===== src/rtl/elgamal_modinv.sv =====
// Sequential modular inverse: inv = x^-1 mod q via iterative extended Euclid,
// with one restoring shift-subtract division (one quotient bit per cycle) per step.
module elgamal_modinv #(
    parameter int WIDTH = 32
) (
    input  logic             clk,
    input  logic             rst_n,
    input  logic             start,
    input  logic [WIDTH-1:0] x,
    input  logic [WIDTH-1:0] q,
    output logic             busy,
    output logic             done,
    output logic             err,
    output logic [WIDTH-1:0] inv
);

    localparam int CW = $clog2(WIDTH + 1);

    typedef enum logic [2:0] {
        IDLE,
        CHECK,
        DIV,
        UPDATE,
        FINAL
    } state_t;

    state_t                  state;
    logic [WIDTH-1:0]        q_reg;
    logic [WIDTH-1:0]        old_r;
    logic [WIDTH-1:0]        r;
    logic signed [WIDTH+1:0] old_t;
    logic signed [WIDTH+1:0] t;
    logic [WIDTH-1:0]        quo;
    logic [WIDTH-1:0]        rem;
    logic [CW-1:0]           cnt;

    logic [WIDTH:0]            rem_shift;
    logic [WIDTH:0]            rem_sub;
    logic                      fits;
    logic signed [2*WIDTH+1:0] prod;
    logic signed [WIDTH+1:0]   t_next;
    logic signed [WIDTH+1:0]   t_fix;
    logic                      err_n;
    logic [WIDTH-1:0]          inv_n;

    // NOTE: every always_comb output gets a default first so no path leaves a
    // signal unassigned, which would otherwise infer a latch.
    always_comb begin
        rem_shift = '0;
        rem_sub   = '0;
        fits      = 1'b0;
        prod      = '0;
        t_next    = '0;
        t_fix     = '0;
        err_n     = 1'b0;
        inv_n     = '0;

        // quo doubles as the dividend shift register; its MSB feeds the partial remainder.
        rem_shift = {rem, quo[WIDTH-1]};
        rem_sub   = rem_shift - {1'b0, r};
        fits      = (rem_shift >= {1'b0, r});

        prod   = $signed({{(WIDTH+2){1'b0}}, quo}) * $signed({{WIDTH{t[WIDTH+1]}}, t});
        t_next = old_t - prod[WIDTH+1:0];

        t_fix = (old_t < 0) ? (old_t + $signed({2'b00, q_reg})) : old_t;
        err_n = (q_reg < WIDTH'(2)) || (old_r != WIDTH'(1));
        inv_n = err_n ? '0 : t_fix[WIDTH-1:0];
    end

    // NOTE: sequential state uses non-blocking assignments only, so the
    // simultaneous (old_r,r) and (old_t,t) updates read pre-edge values.
    always_ff @(posedge clk) begin
        if (!rst_n) begin
            state <= IDLE;
            busy  <= 1'b0;
            done  <= 1'b0;
            err   <= 1'b0;
            inv   <= '0;
            q_reg <= '0;
            old_r <= '0;
            r     <= '0;
            old_t <= '0;
            t     <= '0;
            quo   <= '0;
            rem   <= '0;
            cnt   <= '0;
        end else begin
            done <= 1'b0;
            unique case (state)
                IDLE: begin
                    if (start) begin
                        q_reg <= q;
                        old_r <= q;
                        r     <= x;
                        old_t <= '0;
                        t     <= 'sd1;
                        busy  <= 1'b1;
                        err   <= 1'b0;
                        inv   <= '0;
                        state <= CHECK;
                    end
                end
                CHECK: begin
                    if (q_reg < WIDTH'(2) || r == '0) begin
                        state <= FINAL;
                    end else begin
                        quo   <= old_r;
                        rem   <= '0;
                        cnt   <= '0;
                        state <= DIV;
                    end
                end
                DIV: begin
                    rem <= fits ? rem_sub[WIDTH-1:0] : rem_shift[WIDTH-1:0];
                    quo <= {quo[WIDTH-2:0], fits};
                    cnt <= cnt + CW'(1);
                    if (cnt == CW'(WIDTH - 1)) state <= UPDATE;
                end
                UPDATE: begin
                    old_r <= r;
                    r     <= rem;
                    old_t <= t;
                    t     <= t_next;
                    if (rem == '0) begin
                        state <= FINAL;
                    end else begin
                        // The next dividend is the divisor just retired into old_r.
                        quo   <= r;
                        rem   <= '0;
                        cnt   <= '0;
                        state <= DIV;
                    end
                end
                FINAL: begin
                    err   <= err_n;
                    inv   <= inv_n;
                    done  <= 1'b1;
                    busy  <= 1'b0;
                    state <= IDLE;
                end
                default: state <= IDLE;
            endcase
        end
    end

endmodule


===== config.mk =====
export PLATFORM = sky130hd
export DESIGN_NAME = elgamal_modinv
export DESIGN_NICKNAME = d
export VERILOG_FILES = /design/src/rtl/elgamal_modinv.sv
export SDC_FILE = /design/constraint.sdc
export NUM_CORES = 2
export LEC_CHECK = 0
export CAP_MARGIN = 20
export CORE_MARGIN = 5
export CORE_UTILIZATION = 65
export DETAILED_ROUTE_END_ITERATION = 16
export PLACE_DENSITY = 0.94
export SKIP_LAST_GASP = 1
export SYNTH_ARGS = -nofsm -noshare
export SYNTH_HDL_FRONTEND = slang
export SYNTH_SLANG_ARGS = --single-unit

===== constraint.sdc =====
create_clock -name clk -period 18.4 [get_ports clk]
set_input_delay 3.68 -clock clk [delete_from_list [all_inputs] [get_ports clk]]
set_output_delay 3.68 -clock clk [all_outputs]
set_load 0.05 [all_outputs]

==> results.py <==
metrics = {
    "timing": {
        "fmax_ghz": 0.1158,
        "finalSetupViolations": 0,
        "tightestPinTransition_ns": 1.107,
        "rsz0062_at_grt": "false",
        "period_needed_ns": 8.636,
        "hold_violations": 0,
        "slew_headroom_pct": 26.23,
        "final.setup.worst_slack_ns": 9.764,
        "final.setup_skew_ns": 0.02075,
        "finalCritPeriodShare_pct": 46.94,
        "drv_slew": 0,
        "holdWs_ns": 0.4633,
        "fin_setup_tns_ns": 0,
    },
    "placed_design": {
        "dp_hpwl_um": 73560,
        "placed_area_um2": 34380,
        "pre_cts_slack_ns": 9.989,
        "routabilityCongestion": 0.9946,
        "io_buffers": 101,
    },
    "cts": {
        "cts.htree.levels": 1,
        "root_buffer": "clkbuf_16",
        "cts_tree": "built",
        "clock_latency_ns": 0.58,
        "cts_setup_buffers": 0,
        "cts_sinks": 272,
        "cts_buffer_depth": 3,
        "cts_buffers": 28,
        "cts_resized": 0,
        "clk_pin_slew_ns": 0.07,
        "cts_hold_buf": 0,
    },
    "worst_hold_path": {
        "min_to": "inv[22]$_SDFFE_PN0P_",
        "holdPathStages": 2,
        "hold_class": "flip-flop to flip-flop",
        "min_from": "inv[22]$_SDFFE_PN0P_",
    },
    "critical_path": {
        "startpoint_type": "flip-flop",
        "worst_path_max_delay_cell": "dfxtp_1",
        "r2r_slack_ns": 9.76,
        "ff2ff_path_depth": 24,
        "worstPathCellList": "buf_4 -> nand2_1 -> fa_1 -> fa_1 -> inv_1 -> fa_1 -> fa_1 -> inv_1 -> fa_1 -> fa_1 -> fa_1 -> inv_1 -> fa_1 -> inv_1 -> ha_1 -> and3_1 -> a221oi_1 -> a21boi_1 -> o22ai_1 -> o21ai_1 -> o41ai_1 -> o21ai_0 -> xnor2_1 -> o21ai_1",
        "worstPathRequired_ns": 18.86,
        "worstReg2RegEnd": "t[33]$_SDFFE_PN0P_",
        "reg2reg_from": "quo[1]$_SDFFE_PN0P_",
        "cp.arrival_ns": 9.10,
        "crit_fanout": 19,
        "crit_type": "flip-flop to flip-flop",
        "crit_path_max_incr_delay_ns": 0.86,
        "cp_top_family": "adder cells",
        "path_buf_inv": 5,
        "crit_path_end_kind": "flip-flop",
        "cpMostUsedCell": "fa_1",
    },
    "final_layout": {
        "mostFrequentLayoutCells": "nand2_1 (625), inv_1 (612), fa_1 (503)",
        "regArea_um2": 5446,
        "final_nets": 4643,
        "multi_input_area_um2": 24420,
        "n_fill_cell": 3344,
        "postLayoutCoreUtil_pct": 70.62,
        "top_regs": "old_t (34), t (34)",
        "areaGrowthSynthToFinish_pct": 7.436,
        "layout_commonest_cell": "nand2_1",
        "finalInstanceArea_um2": 35430,
        "drive_gt1_share_pct": 3.001,
    },
    "global_routing": {
        "grt_start_max_net_pins": 128,
        "antenna_found_initial": 0,
        "grt_pass1_vias": 30220,
        "grt_usage_pct": 35.30,
        "grt_first_pass_wirelength_um": 158400,
        "overflow": 0,
    },
    "yosys": {
        "synth_edf_count": 0,
        "synth-seq-cells": 272,
        "yosysWarningCount": 0,
        "syn_inst": 3887,
        "syn_area_per_cell_um2": 8.484,
        "ys_types": 67,
        "ys_async_sr_fraction_pct": 0,
        "yosysSeqAreaShare_pct": 16.51,
        "synth.cell_area_um2": 32980,
        "synth_flop_cell": "dfxtp_1",
        "synth_fp_nets": 4685,
    },
    "die": {
        "io_pins": 102,
        "initial_core_util_pct": 65.73,
        "fp.dieArea_um2": 55340,
        "core_um2": 50170,
        "row_count": 82,
        "die_x_um": 235.2,
        "die_h_um": 235.2,
    },
    "route": {
        "detail_route.wl_per_cell_um": 22.05,
        "antenna_left": 0,
        "drt-initial-drc-count": 3143,
        "drt-total-wl_um": 100000,
        "avgViaCountPerCell": 6.355,
        "dr.pass1.iters": 9,
        "drc": 0,
        "vias": 28840,
    },
    "flow_run": {
        "cap_violations": 0,
    },
    "outcome": {
        "status": "finished clean",
    },
    "power": {
        "switching_share_pct": 34.04,
        "p_clk_share_pct": 35.7,
        "p_per_area_nw_per_um2": 50.90,
        "p_int_uw": 1189,
        "power_frac_comb_pct": 27.6,
        "seq_power_share_pct": 36.7,
        "leakage_uw": 0.01516,
        "switchingPower_uw": 613.9,
        "vdd_drop_max_v": 0.00007608,
    },
}
-- power groups by stage --
| stage | registers [uW] | clock network [uW] | logic, uW |
|---|---|---|---|
| after floorplan | 644 | 0 | 362 |
| after global placement | 668 | 0 | 457 |
| after detailed placement | 669 | 0 | 471 |
| after CTS | 657 | 638 | 479 |
| after global routing | 660 | 664 | 533 |
| final | 661 | 644 | 499 |
-- metrics by stage --
stage               power, uW  std cells
finish                   1803       4538
global route             1858       4537
CTS                      1774       4536
detailed placement       1140       4486
global placement         1125       4486
floorplan                1007       3887
-- per-layer routing --
layer,wire (um),global-route usage [%]
met1,33370,41.98
met4,9082,24.01
met3,12880,9.290
met2,44710,56.40
met5,0,0
-- kinds of logic after synthesis --
kind of cell,Yosys count,share of synthesized area (%)
simple gates,1243,17.12
buf+inv,836,9.538
fa+ha+maj,731,39.19
compound gates,568,11.01
flops,272,16.51
xor+xnor,147,3.904
mux,90,2.732
-- layout make-up --
class / instances / area share (%)
multi-input cells: 2779 / 68.92
flip-flops and latches: 272 / 15.37
inverters: 615 / 6.530
repair buffers: 149 / 3.927
well taps: 672 / 2.373
clock buffers: 39 / 2.324
clock inverters: 11 / 0.5438
diodes: 1 / 0.007063
-- Yosys cell counts, drive strengths merged, types with 90 or more instances --
library cell  count  area (um^2)
ha              228         2853
mux2i            90        900.9
o21ai           157        785.8
nand2           626         2350
clkbuf          208        780.8
fa              503        10070
dfxtp           272         5445
inv             613         2301
xnor2           102        893.4
a21oi           125        625.6
nor2            212        795.8
and2            247         1545
-- worst max path at each step --
stage                   startpoint            endpoint  slack, ns  depth (start not counted)
2_1_floorplan   t[17]$_SDFFE_PN0P_  t[29]$_SDFFE_PN0P_      11.10                         26
3_3_place_gp    t[11]$_SDFFE_PN0P_  t[33]$_SDFFE_PN0P_      10.31                         23
3_5_place_dp    t[11]$_SDFFE_PN0P_  t[33]$_SDFFE_PN0P_       9.99                         23
4_1_cts         t[11]$_SDFFE_PN0P_  t[33]$_SDFFE_PN0P_       9.97                         23
5_1_grt        quo[1]$_SDFFE_PN0P_  t[33]$_SDFFE_PN0P_       9.52                         24
6_report       quo[1]$_SDFFE_PN0P_  t[33]$_SDFFE_PN0P_       9.76                         24
-- worst reg2reg max path, delay by kind of cell, from the launching register on --
family | cells | cell delay (ns)
XOR/XNOR | 1 | 0.17
flip-flops | 1 | 0.86
AND/OR/NAND/NOR | 2 | 0.35
AO/OA/AOI/OAI | 7 | 2.13
buffers and inverters | 5 | 0.59
adder cells (fa/ha/maj) | 9 | 4.42
(Power assumes the default switching activity.)
